### config.mk
export PLATFORM = sky130hd
export DESIGN_NAME = prediction_residual_flat
export DESIGN_NICKNAME = d
export VERILOG_FILES = /design/src/rtl/prediction_residual_if.sv /design/src/rtl/prediction_residual.sv /design/src/flat_wrapper.sv
export SDC_FILE = /design/constraint.sdc
export NUM_CORES = 1
export LEC_CHECK = 0
export CAP_MARGIN = 20
export CORE_MARGIN = 4
export CORE_UTILIZATION = 35
export CTS_BUF_LIST = sky130_fd_sc_hd__clkbuf_8
export DETAILED_ROUTE_END_ITERATION = 7
export PLACE_DENSITY = 0.66
export SLEW_MARGIN = 0
export SYNTH_ARGS = -nofsm -noshare
export SYNTH_HDL_FRONTEND = slang
export SYNTH_SLANG_ARGS = --single-unit
### constraint.sdc
create_clock -name clk -period 5.9 [get_ports clk]
set_clock_uncertainty 0.2 [all_clocks]
set_input_delay 1.18 -clock clk [delete_from_list [all_inputs] [get_ports clk]]
set_output_delay 1.18 -clock clk [all_outputs]
set_load 0.1 [all_outputs]
### src/rtl/prediction_residual_if.sv
// Bus bundle for the JPEG-LS prediction-residual stage.
// The master side presents one sample and its prediction context per cycle.
// The slave side returns the registered, modulo-reduced residual.
interface prediction_residual_if #(
  parameter int pixel_length    = 8,
  parameter int C_length        = 8,
  parameter int mode_length     = 2,
  parameter int residual_length = 9
);
  logic                       in_valid;
  logic [pixel_length-1:0]    x_prediction;
  logic [pixel_length-1:0]    x;
  logic                       sign;
  logic [C_length-1:0]        C;
  logic [mode_length-1:0]     mode;
  logic                       RIType;
  logic                       a_b_compare;
  logic                       out_valid;
  logic [residual_length-1:0] x_residual;

  modport master (
    output in_valid, x_prediction, x, sign, C, mode, RIType, a_b_compare,
    input  out_valid, x_residual
  );

  modport slave (
    input  in_valid, x_prediction, x, sign, C, mode, RIType, a_b_compare,
    output out_valid, x_residual
  );
endinterface

### src/rtl/prediction_residual.sv
// JPEG-LS prediction-error stage for lossless coding (NEAR=0).
// Regular mode: bias-correct the prediction with C, clamp to [0, MAXVAL],
// subtract from the sample and apply the context sign. Run-interruption mode:
// subtract and apply the RIType / Ra>Rb sign rule. Run and reserved modes
// yield zero. Every result is reduced modulo RANGE into [-RANGE/2, RANGE/2-1].
// Optional macro PREDRES_PIPE2_EN adds a register after the clamp, giving
// two cycles of latency instead of one.
module prediction_residual #(
  parameter int pixel_length    = 8,
  parameter int C_length        = 8,
  parameter int mode_length     = 2,
  parameter int residual_length = 9
) (
  input logic                  clk,
  input logic                  reset,
  prediction_residual_if.slave bus
);

  // Correction width: covers Px +/- C for the most negative C without overflow.
  localparam int CW = ((pixel_length > C_length) ? pixel_length : C_length) + 2;
  // Error width: x - Pc spans [-MAXVAL, MAXVAL], and RANGE must be representable.
  localparam int EW = pixel_length + 2;

  localparam logic [mode_length-1:0] MODE_REGULAR = mode_length'(0);
  localparam logic [mode_length-1:0] MODE_RI      = mode_length'(2);

  localparam logic signed [EW-1:0] RANGE_W = {2'b01, {pixel_length{1'b0}}};
  localparam logic signed [EW-1:0] HALF_W  = {3'b001, {(pixel_length-1){1'b0}}};

  // Everything the subtract/reduce half needs, optionally registered.
  typedef struct packed {
    logic                    valid;
    logic                    active;  // regular or run-interruption
    logic                    neg;     // negate the raw error
    logic [pixel_length-1:0] x;
    logic [pixel_length-1:0] pred;    // clamped Pc, or Ra/Rb in run interruption
  } stage_t;

  stage_t s1_d;
  stage_t sb;

  logic signed [CW-1:0]    px_ext;
  logic signed [CW-1:0]    c_ext;
  logic signed [CW-1:0]    pc_sum;
  logic [pixel_length-1:0] pc_clamped;

  logic signed [EW-1:0]       e_diff;
  logic signed [EW-1:0]       e_sgn;
  logic signed [EW-1:0]       e_mod;
  logic signed [pixel_length:0] e_short;

  logic                       out_valid_d, out_valid_q;
  logic [residual_length-1:0] x_residual_d, x_residual_q;

  // Bias correction, clamp and sign-rule selection.
  always_comb begin
    // NOTE: every variable gets a default first so no path leaves one unassigned (no latch).
    s1_d       = '0;
    px_ext     = signed'({{(CW-pixel_length){1'b0}}, bus.x_prediction});
    c_ext      = signed'({{(CW-C_length){bus.C[C_length-1]}}, bus.C});
    pc_sum     = bus.sign ? (px_ext - c_ext) : (px_ext + c_ext);
    pc_clamped = pc_sum[pixel_length-1:0];
    if (pc_sum[CW-1]) begin
      pc_clamped = '0;
    end else if (|pc_sum[CW-2:pixel_length]) begin
      pc_clamped = '1;
    end

    s1_d.valid  = bus.in_valid;
    s1_d.active = (bus.mode == MODE_REGULAR) || (bus.mode == MODE_RI);
    s1_d.x      = bus.x;
    if (bus.mode == MODE_RI) begin
      s1_d.neg  = !bus.RIType && bus.a_b_compare;
      s1_d.pred = bus.x_prediction;
    end else begin
      s1_d.neg  = bus.sign;
      s1_d.pred = pc_clamped;
    end
  end

`ifdef PREDRES_PIPE2_EN
  stage_t s1_q;

  // Post-clamp pipeline register; reset clears its valid along with the payload.
  always_ff @(posedge clk) begin
    // NOTE: sequential state uses non-blocking assignments so all flops update together.
    if (reset) begin
      s1_q <= '0;
    end else begin
      s1_q <= s1_d;
    end
  end

  // Subtract/reduce half consumes the registered stage.
  always_comb begin
    sb = s1_q;
  end
`else
  // Subtract/reduce half consumes the same-cycle correction result.
  always_comb begin
    sb = s1_d;
  end
`endif

  // Subtract, apply sign, reduce modulo RANGE, and choose the next output.
  always_comb begin
    e_diff = signed'({2'b00, sb.x}) - signed'({2'b00, sb.pred});
    e_sgn  = sb.neg ? -e_diff : e_diff;
    if (!sb.active) begin
      e_sgn = '0;
    end

    e_mod = e_sgn;
    if (e_mod[EW-1]) begin
      e_mod = e_mod + RANGE_W;
    end
    if (e_mod >= HALF_W) begin
      e_mod = e_mod - RANGE_W;
    end
    e_short = e_mod[pixel_length:0];

    out_valid_d  = sb.valid;
    x_residual_d = sb.valid ? residual_length'(e_short) : x_residual_q;
  end

  // Output register; reset discards any in-flight result.
  always_ff @(posedge clk) begin
    if (reset) begin
      out_valid_q  <= 1'b0;
      x_residual_q <= '0;
    end else begin
      out_valid_q  <= out_valid_d;
      x_residual_q <= x_residual_d;
    end
  end

  assign bus.out_valid  = out_valid_q;
  assign bus.x_residual = x_residual_q;

endmodule

### src/flat_wrapper.sv
// flat-port wrapper written by rule: the top's interface ports become plain ports
module prediction_residual_flat 
#(
  parameter int pixel_length    = 8,
  parameter int C_length        = 8,
  parameter int mode_length     = 2,
  parameter int residual_length = 9
)
  (clk, reset, bus_in_valid, bus_x_prediction, bus_x, bus_sign, bus_C, bus_mode, bus_RIType, bus_a_b_compare, bus_out_valid, bus_x_residual);
  prediction_residual_if #(.pixel_length(pixel_length), .C_length(C_length), .mode_length(mode_length), .residual_length(residual_length)) bus_i ();
  input logic clk;
  input logic reset;
  input wire logic [$bits(bus_i.in_valid)-1:0] bus_in_valid;
  input wire logic [$bits(bus_i.x_prediction)-1:0] bus_x_prediction;
  input wire logic [$bits(bus_i.x)-1:0] bus_x;
  input wire logic [$bits(bus_i.sign)-1:0] bus_sign;
  input wire logic [$bits(bus_i.C)-1:0] bus_C;
  input wire logic [$bits(bus_i.mode)-1:0] bus_mode;
  input wire logic [$bits(bus_i.RIType)-1:0] bus_RIType;
  input wire logic [$bits(bus_i.a_b_compare)-1:0] bus_a_b_compare;
  output wire logic [$bits(bus_i.out_valid)-1:0] bus_out_valid;
  output wire logic [$bits(bus_i.x_residual)-1:0] bus_x_residual;
  assign bus_i.in_valid = bus_in_valid;
  assign bus_i.x_prediction = bus_x_prediction;
  assign bus_i.x = bus_x;
  assign bus_i.sign = bus_sign;
  assign bus_i.C = bus_C;
  assign bus_i.mode = bus_mode;
  assign bus_i.RIType = bus_RIType;
  assign bus_i.a_b_compare = bus_a_b_compare;
  assign bus_out_valid = bus_i.out_valid;
  assign bus_x_residual = bus_i.x_residual;
  prediction_residual #(.pixel_length(pixel_length), .C_length(C_length), .mode_length(mode_length), .residual_length(residual_length)) u_core (.clk(clk), .reset(reset), .bus(bus_i));
endmodule
==> out/qor.yml, run 1 <==
num_rows: 23
fmax_ghz: 0.1754
worst-setup-path-type: "in -> reg"
core-area_mm2: 0.004115
yosysMostFrequentCell: "nand2_1"
grt_pass1_vias: 1542
die_area_mm2: 0.005466
hold_start: "u_core.bus.x_residual[1]"
slew_viol_final: 0
final_core_util: 0.5579
cp-startpoint: "bus_C[0]"
cts_sinks: 10
outcome: "finished, final reports clean"
synth_seq_cells: 10
leakagePower_nw: 0.9689
drtIter0Drc: 26
root_buffer: "clkbuf_8"
clk_pin_slew_worst_paths_ns: 0.04
clock_latency_ns: 0.23
syn_inst: 198
postRouteAntennaNets: 0
min_path_type: "reg -> reg"
synthesis.area_mm2: 0.001521
die_w_um: 73.93
numCtsBuffers: 3
synth.area.top_cells: "ha_1 (16%), dfxtp_1 (13%), xor2_1 (8.1%), xnor2_1 (6.9%), nand2_1 (5.9%)"
cts_hold_buf: 0
avgSynthCellArea_um2: 7.684
cts_buffer_depth: 2
end_kind: "flip-flop"
drc: 0
final_layout_size_suffix_gt1_frac: 0.1992
vias_per_cell: 5.100
boundaryPins: 42
grtUsageTotal: 0.1424
hpwl_um: 3304
post_drt_wl_per_cell_um: 12.11
ys.flop_type: "dfxtp_1"
synth.top_cells.by_count: "nand2_1 (24), ha_1 (19), nor2_1 (14), xor2_1 (14)"
period_minus_slack_ns: 5.703
dr_total_vias: 1586
h-tree-depth: 1
synthesis.nets: 251
cts_tree: "done"
area_delta_synth_final_pct: 50.90
synth-seq-area-share: 0.1316
hold_viol_final: 0
wl_um: 3765
yosysTopAreaCell: "ha_1"
fp.dieH_um: 73.93
dr.pass1.iters: 4
worstPathRequired_ns: 5.88
diodes: 0
gp_congestion: 0.7426
placedCellCount: 308
async_flop_share: 0
max_slew.worst_pin.slew_ns: 0.9720
ys_types: 45
synth-edff-count: 0
grt_pass1_wl_um: 6272
grt_max_degree: 12
cp_max_fo: 3
rr_startpoint: "u_core.bus.x_residual[5]"
io_buffers: 41
reg2reg_setup_slack_ns: 5.05
antenna_found_initial: 0
worst_slack_ns: 0.1974
powerDensity_mw_per_mm2: 279.1
post-place-ws_ns: -0.2005
drv_cap: 0
finalCritPeriodShare: 0.9666
setup_viol: 0
slew_headroom: 0.3500
cp.arrival_ns: 5.68
grt_overflow_total: 0
yosys_warnings: 0
startpoint_type: "input pin"
final_cell_count_no_fill: 311
nets: 316
max-vdd-ir-drop_mv: 0.08215
yosysTopAreaCellShare: 0.1563
initial_utilization: 0.3697
[per-stage QoR]
step / instance area (µm²) / TNS (ns) / hold WS [ns] / power [W]
2_1_floorplan: 1521 / 0 / 0.6787 / 0.0004071
3_3_place_gp: 2150 / -0.1880 / 0.2395 / 0.0005295
3_5_place_dp: 2150 / -0.6588 / 0.2413 / 0.0005367
4_1_cts: 2191 / 0 / 0.2516 / 0.0006073
5_1_grt: 2296 / -0.03521 / 0.2814 / 0.0006949
6_report: 2296 / 0 / 0.2440 / 0.0006408
[worst paths after layout]
kind,endpoint,cells past startpoint
min,u_core.bus.x_residual[1],2
min reg2reg,u_core.bus.x_residual[1],2
max,u_core.bus.x_residual[8],22
max reg2reg,u_core.bus.x_residual[5],3
[per-layer routing]
| layer | track usage | vias up | share of wire |
|---|---|---|---|
| met1 | 0.1540 | 699 | 0.39 |
| met2 | 0.2864 | 42 | 0.55 |
| met3 | 0.01622 | 4 | 0.052 |
| met4 | 0.03823 | 0 | 0.0085 |
| met5 | 0 | - | 0 |
| li1 | - | 841 | - |
[cell usage in the layout (no fill, tap or decap), types with 2 or more instances in the layout]
cell,instances
o31ai_1,2
mux2i_1,3
o21a_1,3
inv_1,9
nor2_1,14
a31oi_1,3
and2_1,2
o21ai_0,8
o21ai_2,2
xnor2_2,2
nand2_1,24
xor2_2,2
buf_4,23
a21oi_1,11
ha_2,2
dfxtp_1,10
ha_1,17
nor2b_1,5
o21ai_1,3
clkdlybuf4s50_1,41
a22oi_2,3
nor3_1,4
clkbuf_8,3
a22oi_1,4
o211ai_1,2
xnor2_1,10
or3_1,3
a22o_1,3
nand2b_1,3
nand3_2,2
xor2_1,12
[where the power goes]
part	internal [W]	switching (W)
clock	0.0000444	0.0000241
sequential	0.0000781	0.00000450
combinational	0.000213	0.000276
total	0.000336	0.000305
[area by class of cell]
cell class | instances | area, µm²
multi-input combinational | 175 | 1375
tap | 50 | 62.56
inverter | 9 | 33.78
timing repair buffer | 64 | 583.1
sequential | 10 | 200.2
fill | 416 | 1819
clock buffer | 3 | 41.29
[logic make-up (layout without fill, tap and decap cells)]
family | count (synthesis) | count (layout) | synth area share
multiplexers | 4 | 4 | 0.02714
AND/OR/NAND/NOR | 68 | 68 | 0.2188
flip-flops | 10 | 10 | 0.1316
adder cells (fa/ha/maj) | 21 | 21 | 0.1826
AO/OA/AOI/OAI | 56 | 56 | 0.2566
buffers and inverters | 13 | 76 | 0.03372
XOR/XNOR | 26 | 26 | 0.1497
[registers in the layout, summed over array words and instances (netlist names)]
signal,count
u_core.bus.out_valid,1
u_core.bus.x_residual,9
[worst max-delay path, cell delays in order]
cell             delay [ns]
clkdlybuf4s50_1        0.47
inv_1                  0.05
ha_2                   0.19
nor2b_2                0.16
a21oi_2                0.13
xnor2_1                0.08
ha_1                   0.20
or4_4                  0.54
o32ai_4                0.29
o21ai_2                0.08
xor2_1                 0.24
nor2_4                 0.06
a22o_1                 0.21
ha_2                   0.21
fa_2                   0.44
nor2b_4                0.15
o211ai_1               0.12
mux2_2                 0.30
nand4bb_1              0.14
nand3_2                0.11
o31a_1                 0.29
nand2_1                0.06
[what timing repair did]
item,4_1_cts,5_1_grt
buffers inserted,0,0
gates resized for setup,0,25
setup endpoints to repair,0,5
Note: power is estimated with default switching activity, not from simulation.
==> run 2, diff against run 1 <==
--- a/config.mk
+++ b/config.mk
@@ -7,10 +7,11 @@
 export LEC_CHECK = 0
 export CAP_MARGIN = 20
 export CORE_MARGIN = 4
-export CORE_UTILIZATION = 35
+export CORE_UTILIZATION = 50
 export CTS_BUF_LIST = sky130_fd_sc_hd__clkbuf_8
 export DETAILED_ROUTE_END_ITERATION = 7
-export PLACE_DENSITY = 0.66
+export GPL_ROUTABILITY_DRIVEN = 0
+export PLACE_DENSITY = 0.88
 export SLEW_MARGIN = 0
 export SYNTH_ARGS = -nofsm -noshare
 export SYNTH_HDL_FRONTEND = slang
==> constraint.sdc (replaced) <==
create_clock -name clk -period 5.3 [get_ports clk]
set_clock_uncertainty 0.2 [all_clocks]
set_input_delay 1.06 -clock clk [delete_from_list [all_inputs] [get_ports clk]]
set_output_delay 1.06 -clock clk [all_outputs]
set_load 0.1 [all_outputs]
==> run 2 against run 1 <==
Against the previous run:
- the flow now finishes with violations (setup timing)
- die area decreased by 27%
- first-iteration DRC count increased to 7.3 times the previous value
- non-clock buffer count increased by 36
- sequential share of layout area decreased by 1.2 points
- via count increased by 35%
- power increased by 42%
- register-to-register slack got worse by 0.68 ns
==> out/qor.yml, run 2 (same netlist as run 1, synthesis figures left out) <==
outcome: "finished with violations"  # was finished, final reports clean
violations: "setup timing"
dr.pass1.iters: 5  # was 4
hold_viol_final: 0  # unchanged
diodes: 0  # unchanged
mostFrequentLayoutCell: "buf_4"  # was clkdlybuf4s50_1
cts_tree: "done"  # unchanged
period_minus_slack_ns: 5.437
clk_pin_slew_worst_paths_ns: 0.05  # was 0.04 ns
boundaryPins: 42  # unchanged
grt_pass1_wl_um: 8017  # was 6272 µm
power_w: 0.0009095  # was 0.0006408 W
fp.dieH_um: 63.16  # was 73.93 µm
placed_cell_area_mm2: 0.002311  # was 0.002150 mm²
h-tree-depth: 1  # unchanged
slew_viol_final: 0  # unchanged
initial_utilization: 0.5378  # was 0.3697
io_buffers: 41  # unchanged
cts_sinks: 10  # unchanged
clock_latency_ns: 0.24  # was 0.23 ns
max-vdd-ir-drop_mv: 0.1595  # was 0.08215 mV
drv_cap: 0  # unchanged
drc: 0  # unchanged
cts_buffer_depth: 2  # unchanged
leakagePower_nw: 1.191  # was 0.9689 nW
worst_path_largest_cell_delay_ns: 0.57  # was 0.54 ns
startpoint_type: "input pin"  # unchanged
core-area_mm2: 0.002829  # was 0.004115 mm²
grt_overflow_total: 0  # unchanged
fin_area_mm2: 0.002654  # was 0.002296 mm²
die_area_mm2: 0.003989  # was 0.005466 mm²
final_cell_mix: "buf_4 (55), clkdlybuf4s50_1 (33), nand2_1 (24)"  # was clkdlybuf4s50_1 (41), nand2_1 (24), buf_4 (23)
combPwrFrac: 0.789  # was 0.764
placedCellCount: 312  # was 308
switchingPower_w: 0.0004416  # was 0.0003048 W
worstPathRequired_ns: 5.27  # was 5.88 ns
max_slew.worst_pin.slew_ns: 0.9778  # was 0.9720 ns
cp_slowest_cell: "or4_4"  # unchanged
numCtsBuffers: 3  # unchanged
switching_share: 0.4856  # was 0.4757
power_frac_clock: 0.108  # was 0.107
p_int_w: 0.0004679  # was 0.0003360 W
seq_power_share: 0.103  # was 0.129
area_delta_synth_final_pct: 74.42  # was 50.90%
min_path_type: "reg -> reg"  # unchanged
drtIter0Drc: 190  # was 26
powerDensity_mw_per_mm2: 342.7  # was 279.1 mW/mm²
post_drt_wl_per_cell_um: 21.41  # was 12.11 µm
finalCritPeriodShare: 1.026
path_buf_inv: 3  # was 2
dr_total_vias: 2149  # was 1586
largest_reg_flops: 9  # unchanged
grtUsageTotal: 0.2487  # was 0.1424
cp.arrival_ns: 5.41  # was 5.68 ns
num_rows: 19  # was 23
final_cell_count_no_fill: 329  # was 311
setup_viol: 5  # was 0
hpwl_um: 3504  # was 3304 µm
end_kind: "flip-flop"  # unchanged
crit_family: "simple AND/OR/NAND/NOR gates"  # unchanged
cp.depth: 22  # unchanged
wl_um: 7045  # was 3765 µm
worst_slack_ns: -0.1366  # was 0.1974 ns
antenna_found_initial: 0  # unchanged
fmax_ghz: 0.1839
r2r_cells: 3  # unchanged
hold_depth: 2  # unchanged
cp_max_fo: 4  # was 3
crit_chain: "buf_6, buf_4, nor2_2, a21oi_1, xnor2_1, ha_1, or4_4, o32ai_4, o21ai_2, xor2_2, nor2_4, a22o_1, ha_4, fa_2, nor2b_2, o21ai_2, xnor2_2, o31ai_4, buf_4, xnor2_2, o31ai_1, nor2b_1"  # was clkdlybuf4s50_1, inv_1, ha_2, nor2b_2, a21oi_2, xnor2_1, ha_1, or4_4, o32ai_4, o21ai_2, xor2_1, nor2_4, a22o_1, ha_2, fa_2, nor2b_4, o211ai_1, mux2_2, nand4bb_1, nand3_2, o31a_1, nand2_1
worst-setup-path-type: "in -> reg"  # unchanged
slew_headroom: 0.3461  # was 0.3500
root_buffer: "clkbuf_8"  # unchanged
die_w_um: 63.16  # was 73.93 µm
grt_pass1_vias: 1948  # was 1542
grt_max_degree: 12  # unchanged
postRouteAntennaNets: 0  # unchanged
final_layout_size_suffix_gt1_frac: 0.3658  # was 0.1992
nets: 352  # was 316
vias_per_cell: 6.532  # was 5.100
==> run 2: worst paths after layout <==
check | end | slack, ns | startpoint
max | u_core.bus.x_residual[5] | -0.14 | bus_C[1]
min | u_core.bus.x_residual[0] | 0.27 | u_core.bus.x_residual[0]
max reg2reg | u_core.bus.x_residual[5] | 4.37 | u_core.bus.x_residual[5]
min reg2reg | u_core.bus.x_residual[0] | 0.27 | u_core.bus.x_residual[0]
==> run 2: stage by stage <==
stage,util,setup slack (ns),hold slack [ns],TNS [ns]
3_5_place_dp,0.8169,-0.6981,0.2429,-4.221
5_1_grt,0.9381,-0.2295,0.2982,-0.8704
6_report,0.9381,-0.1366,0.2716,-0.4061
2_1_floorplan,-,0.02635,0.6787,0
4_1_cts,0.8815,0.02516,0.2553,0
3_3_place_gp,0.8169,-0.4607,0.2331,-2.344
==> run 2: routing by layer <==
metal,vias to the layer above,global-route usage,share of wire
met2,182,0.5072,0.52
li1,919,-,-
met3,72,0.03375,0.073
met5,-,0,0
met4,0,0.1543,0.081
met1,976,0.2239,0.32
==> run 2: worst reg2reg max path, stage by stage (launching register included) <==
cell	delay (ns)
dfxtp_1	0.34
nand2_1	0.07
o31ai_1	0.07
nor2b_1	0.19
==> run 2: repair_timing <==
action                     4_1_cts  5_1_grt
setup buffers                    5        9
gates cloned                     0        0
setup endpoints to repair        6        6
pin swaps                       20       27
resized for setup               29       40
hold buffers                     0        0
==> run 2: area by class of cell <==
type                            instances  area (µm²)
Clock buffer                            4       55.05
Fill cell                              93       175.2
Inverter                                9       36.28
Multi-Input combinational cell        175        1468
Sequential cell                        10       200.2
Tap cell                               31       38.79
Timing Repair Buffer                  100       855.8
==> run 2: power by group through the flow <==
stage	combinational [W]	clock, W	sequential [W]
6_report	0.000717	0.0000985	0.0000936
5_1_grt	0.000747	0.000104	0.0000952
4_1_cts	0.000597	0.0000973	0.0000924
3_5_place_dp	0.000557	0	0.0000934
3_3_place_gp	0.000540	0	0.0000926
2_1_floorplan	0.000283	0	0.000175
==> run 3, diff against run 2 <==
--- a/config.mk
+++ b/config.mk
@@ -6,8 +6,10 @@
 export NUM_CORES = 1
 export LEC_CHECK = 0
 export CAP_MARGIN = 20
+export CELL_PAD_IN_SITES_DETAIL_PLACEMENT = 0
+export CELL_PAD_IN_SITES_GLOBAL_PLACEMENT = 1
 export CORE_MARGIN = 4
-export CORE_UTILIZATION = 50
+export CORE_UTILIZATION = 36
 export CTS_BUF_LIST = sky130_fd_sc_hd__clkbuf_8
 export DETAILED_ROUTE_END_ITERATION = 7
 export GPL_ROUTABILITY_DRIVEN = 0
==> run 3 against run 2 <==
Against the previous run:
- the run now ends clean
- die area increased by 34%
- via count decreased by 18%
- cell area increased by 2.5%
- sequential power decreased by 2%
- clock power decreased by 4.4%
- power decreased by 6.7%
- combinational power decreased by 7.7%
- flip-flop and latch count unchanged
- clock-buffer cell count unchanged
- first-iteration DRC count decreased by 82%
- final cell count increased by 7.6%
- worst hold slack got worse by 0.023 ns
- largest cell class unchanged
==> out/qor.yml, run 3 (same netlist as run 1, synthesis figures left out) <==
outcome: "finished, final reports clean"  # was finished with violations
dr.pass1.iters: 4  # was 5
wl_um: 4365  # was 7045 µm
numCtsBuffers: 3  # unchanged
crit_family: "compound AO/OA/AOI/OAI gates"  # was simple AND/OR/NAND/NOR gates
worst_path_largest_cell_delay_ns: 0.36  # was 0.57 ns
period_minus_slack_ns: 5.103  # was 5.437 ns
slew_viol_final: 0  # unchanged
worst_slack_ns: 0.1974  # was -0.1366 ns
dr_total_vias: 1763  # was 2149
finalCritPeriodShare: 0.9627  # was 1.026
largest_reg_flops: 9  # unchanged
max_slew.worst_pin.slew_ns: 0.9737  # was 0.9778 ns
met1Wirelength_um: 1612  # was 2268 µm
grt_overflow_total: 0  # unchanged
grtUsageTotal: 0.1595  # was 0.2487
hpwl_um: 3364  # was 3504 µm
root_buffer: "clkbuf_8"  # unchanged
cts_sinks: 10  # unchanged
end_kind: "flip-flop"  # unchanged
die_area_mm2: 0.005330  # was 0.003989 mm²
met2_length_um: 2424  # was 3685 µm
antenna_found_initial: 0  # unchanged
path_buf_inv: 5  # was 3
startpoint_type: "input pin"  # unchanged
max-vdd-ir-drop_mv: 0.1134  # was 0.1595 mV
cts_buffer_depth: 2  # unchanged
wl_met3_um: 189  # was 517 µm
final_layout_size_suffix_gt1_frac: 0.3980  # was 0.3658
grt_max_degree: 12  # unchanged
boundaryPins: 42  # unchanged
cts_tree: "done"  # unchanged
leakagePower_nw: 1.191  # about the same
post-place-ws_ns: -0.6442  # was -0.6981 ns
core-area_mm2: 0.004058  # was 0.002829 mm²
crit_chain: "clkbuf_2, inv_2, ha_4, buf_4, a21oi_2, xnor2_1, ha_2, o21a_1, buf_4, a21boi_1, o22ai_1, xor2_1, buf_4, o31ai_1, a22oi_1, ha_1, or2_2, o211ai_1, mux2_2, nand4bb_1, nand3_2, o31a_1, nand2_1"  # was buf_6, buf_4, nor2_2, a21oi_1, xnor2_1, ha_1, or4_4, o32ai_4, o21ai_2, xor2_2, nor2_4, a22o_1, ha_4, fa_2, nor2b_2, o21ai_2, xnor2_2, o31ai_4, buf_4, xnor2_2, o31ai_1, nor2b_1
worstPathRequired_ns: 5.28  # was 5.27 ns
power_w: 0.0008485  # was 0.0009095 W
final_cell_mix: "buf_4 (64), clkdlybuf4s50_1 (34), nand2_1 (23)"  # was buf_4 (55), clkdlybuf4s50_1 (33), nand2_1 (24)
nets: 358  # was 352
grt_pass1_vias: 1790  # was 1948
powerDensity_mw_per_mm2: 312.1  # was 342.7 mW/mm²
setup_viol: 0  # was 5
cpMostUsedCell: "buf_4"
top_layer_used: "met4"  # unchanged
mostFrequentLayoutCell: "buf_4"  # unchanged
fill_cells: 342  # was 93
cp_max_fo: 4  # unchanged
cp.arrival_ns: 5.08  # was 5.41 ns
worst-setup-path-type: "in -> reg"  # unchanged
hold_viol_final: 0  # unchanged
io_buffers: 41  # unchanged
num_rows: 23  # was 19
placed_cell_area_mm2: 0.002327  # was 0.002311 mm²
cp_slowest_cell: "mux2_2"  # was or4_4
drtIter0Drc: 35  # was 190
h-tree-depth: 1  # unchanged
initial_utilization: 0.3750  # was 0.5378
fmax_ghz: 0.1960  # was 0.1839 GHz
slew_headroom: 0.3488  # was 0.3461
clk_pin_slew_worst_paths_ns: 0.05  # about the same
drc: 0  # unchanged
drv_cap: 0  # unchanged
area_delta_synth_final_pct: 78.70  # was 74.42%
fin_area_mm2: 0.002719  # was 0.002654 mm²
postRouteAntennaNets: 0  # unchanged
fp.dieH_um: 73.01  # was 63.16 µm
clock_latency_ns: 0.24  # about the same
grt_pass1_wl_um: 6920  # was 8017 µm
die_w_um: 73.01  # was 63.16 µm
vias_per_cell: 4.980  # was 6.532
post_drt_wl_per_cell_um: 12.33  # was 21.41 µm
min_path_type: "reg -> reg"  # unchanged
diodes: 0  # unchanged
## run 3: changes by cell type in the layout (fill, tap and decap cells not counted), moves of 2 or more
| cell | previous run | this run |
|---|---|---|
| a22oi_1 | 7 | 5 |
| a22oi_2 | 0 | 2 |
| a21oi_2 | 3 | 5 |
| buf_4 | 55 | 64 |
| a21oi_1 | 9 | 6 |
| dlymetal6s2s_1 | 2 | 0 |
| buf_6 | 6 | 1 |
## run 3: tightest hold or removal path, stage by stage (launching register included)
cell     delay, ns
dfxtp_1       0.32
nand2_1       0.05
o21ai_0       0.05
## run 3: metrics by stage
step / std cells / TNS (ns) / utilization / hold WS, ns
final: 354 / 0 / 0.6701 / 0.2488
after CTS: 351 / 0 / 0.6352 / 0.2563
after global placement: 330 / -2.647 / 0.5735 / 0.2363
after floorplan: 198 / 0 / - / 0.6787
after global routing: 354 / -0.1008 / 0.6701 / 0.2782
after detailed placement: 330 / -3.603 / 0.5735 / 0.2454
## run 3: area by class of cell
class                   count  area (µm²)  share of cell area
flip-flops and latches     10       200.2             0.07363
clock buffers               4       55.05             0.02025
well taps                  50       62.56             0.02301
multi-input cells         175        1491              0.5485
inverters                   9       33.78             0.01243
repair buffers            106       875.8              0.3221
## run 3: worst paths after layout
kind,from,end,slack [ns],depth (start not counted)
max,bus_C[0],u_core.bus.x_residual[8],0.20,23
min,u_core.bus.x_residual[6],u_core.bus.x_residual[6],0.25,2
max reg2reg,u_core.bus.x_residual[8],u_core.bus.x_residual[8],4.43,3
min reg2reg,u_core.bus.x_residual[6],u_core.bus.x_residual[6],0.25,2
## run 3: power by group
part	switching, W	leakage [nW]	internal, W
clock network	0.0000290	0.0288	0.0000652
registers	0.00000516	0.0818	0.0000869
logic	0.000342	1.08	0.000321
## run 3: repair_timing
action	in CTS	in global routing
gates resized for setup	28	40
pin swaps	21	31
gates cloned	0	0
endpoints found under the setup margin	6	6
hold buffers	0	0
buffers inserted	17	4
## run 3: routing by layer
layer  vias up  GRT usage
met3        13    0.01928
li1        920          -
met5         -          0
met1       782     0.1521
met4         0    0.08607
met2        48     0.3208
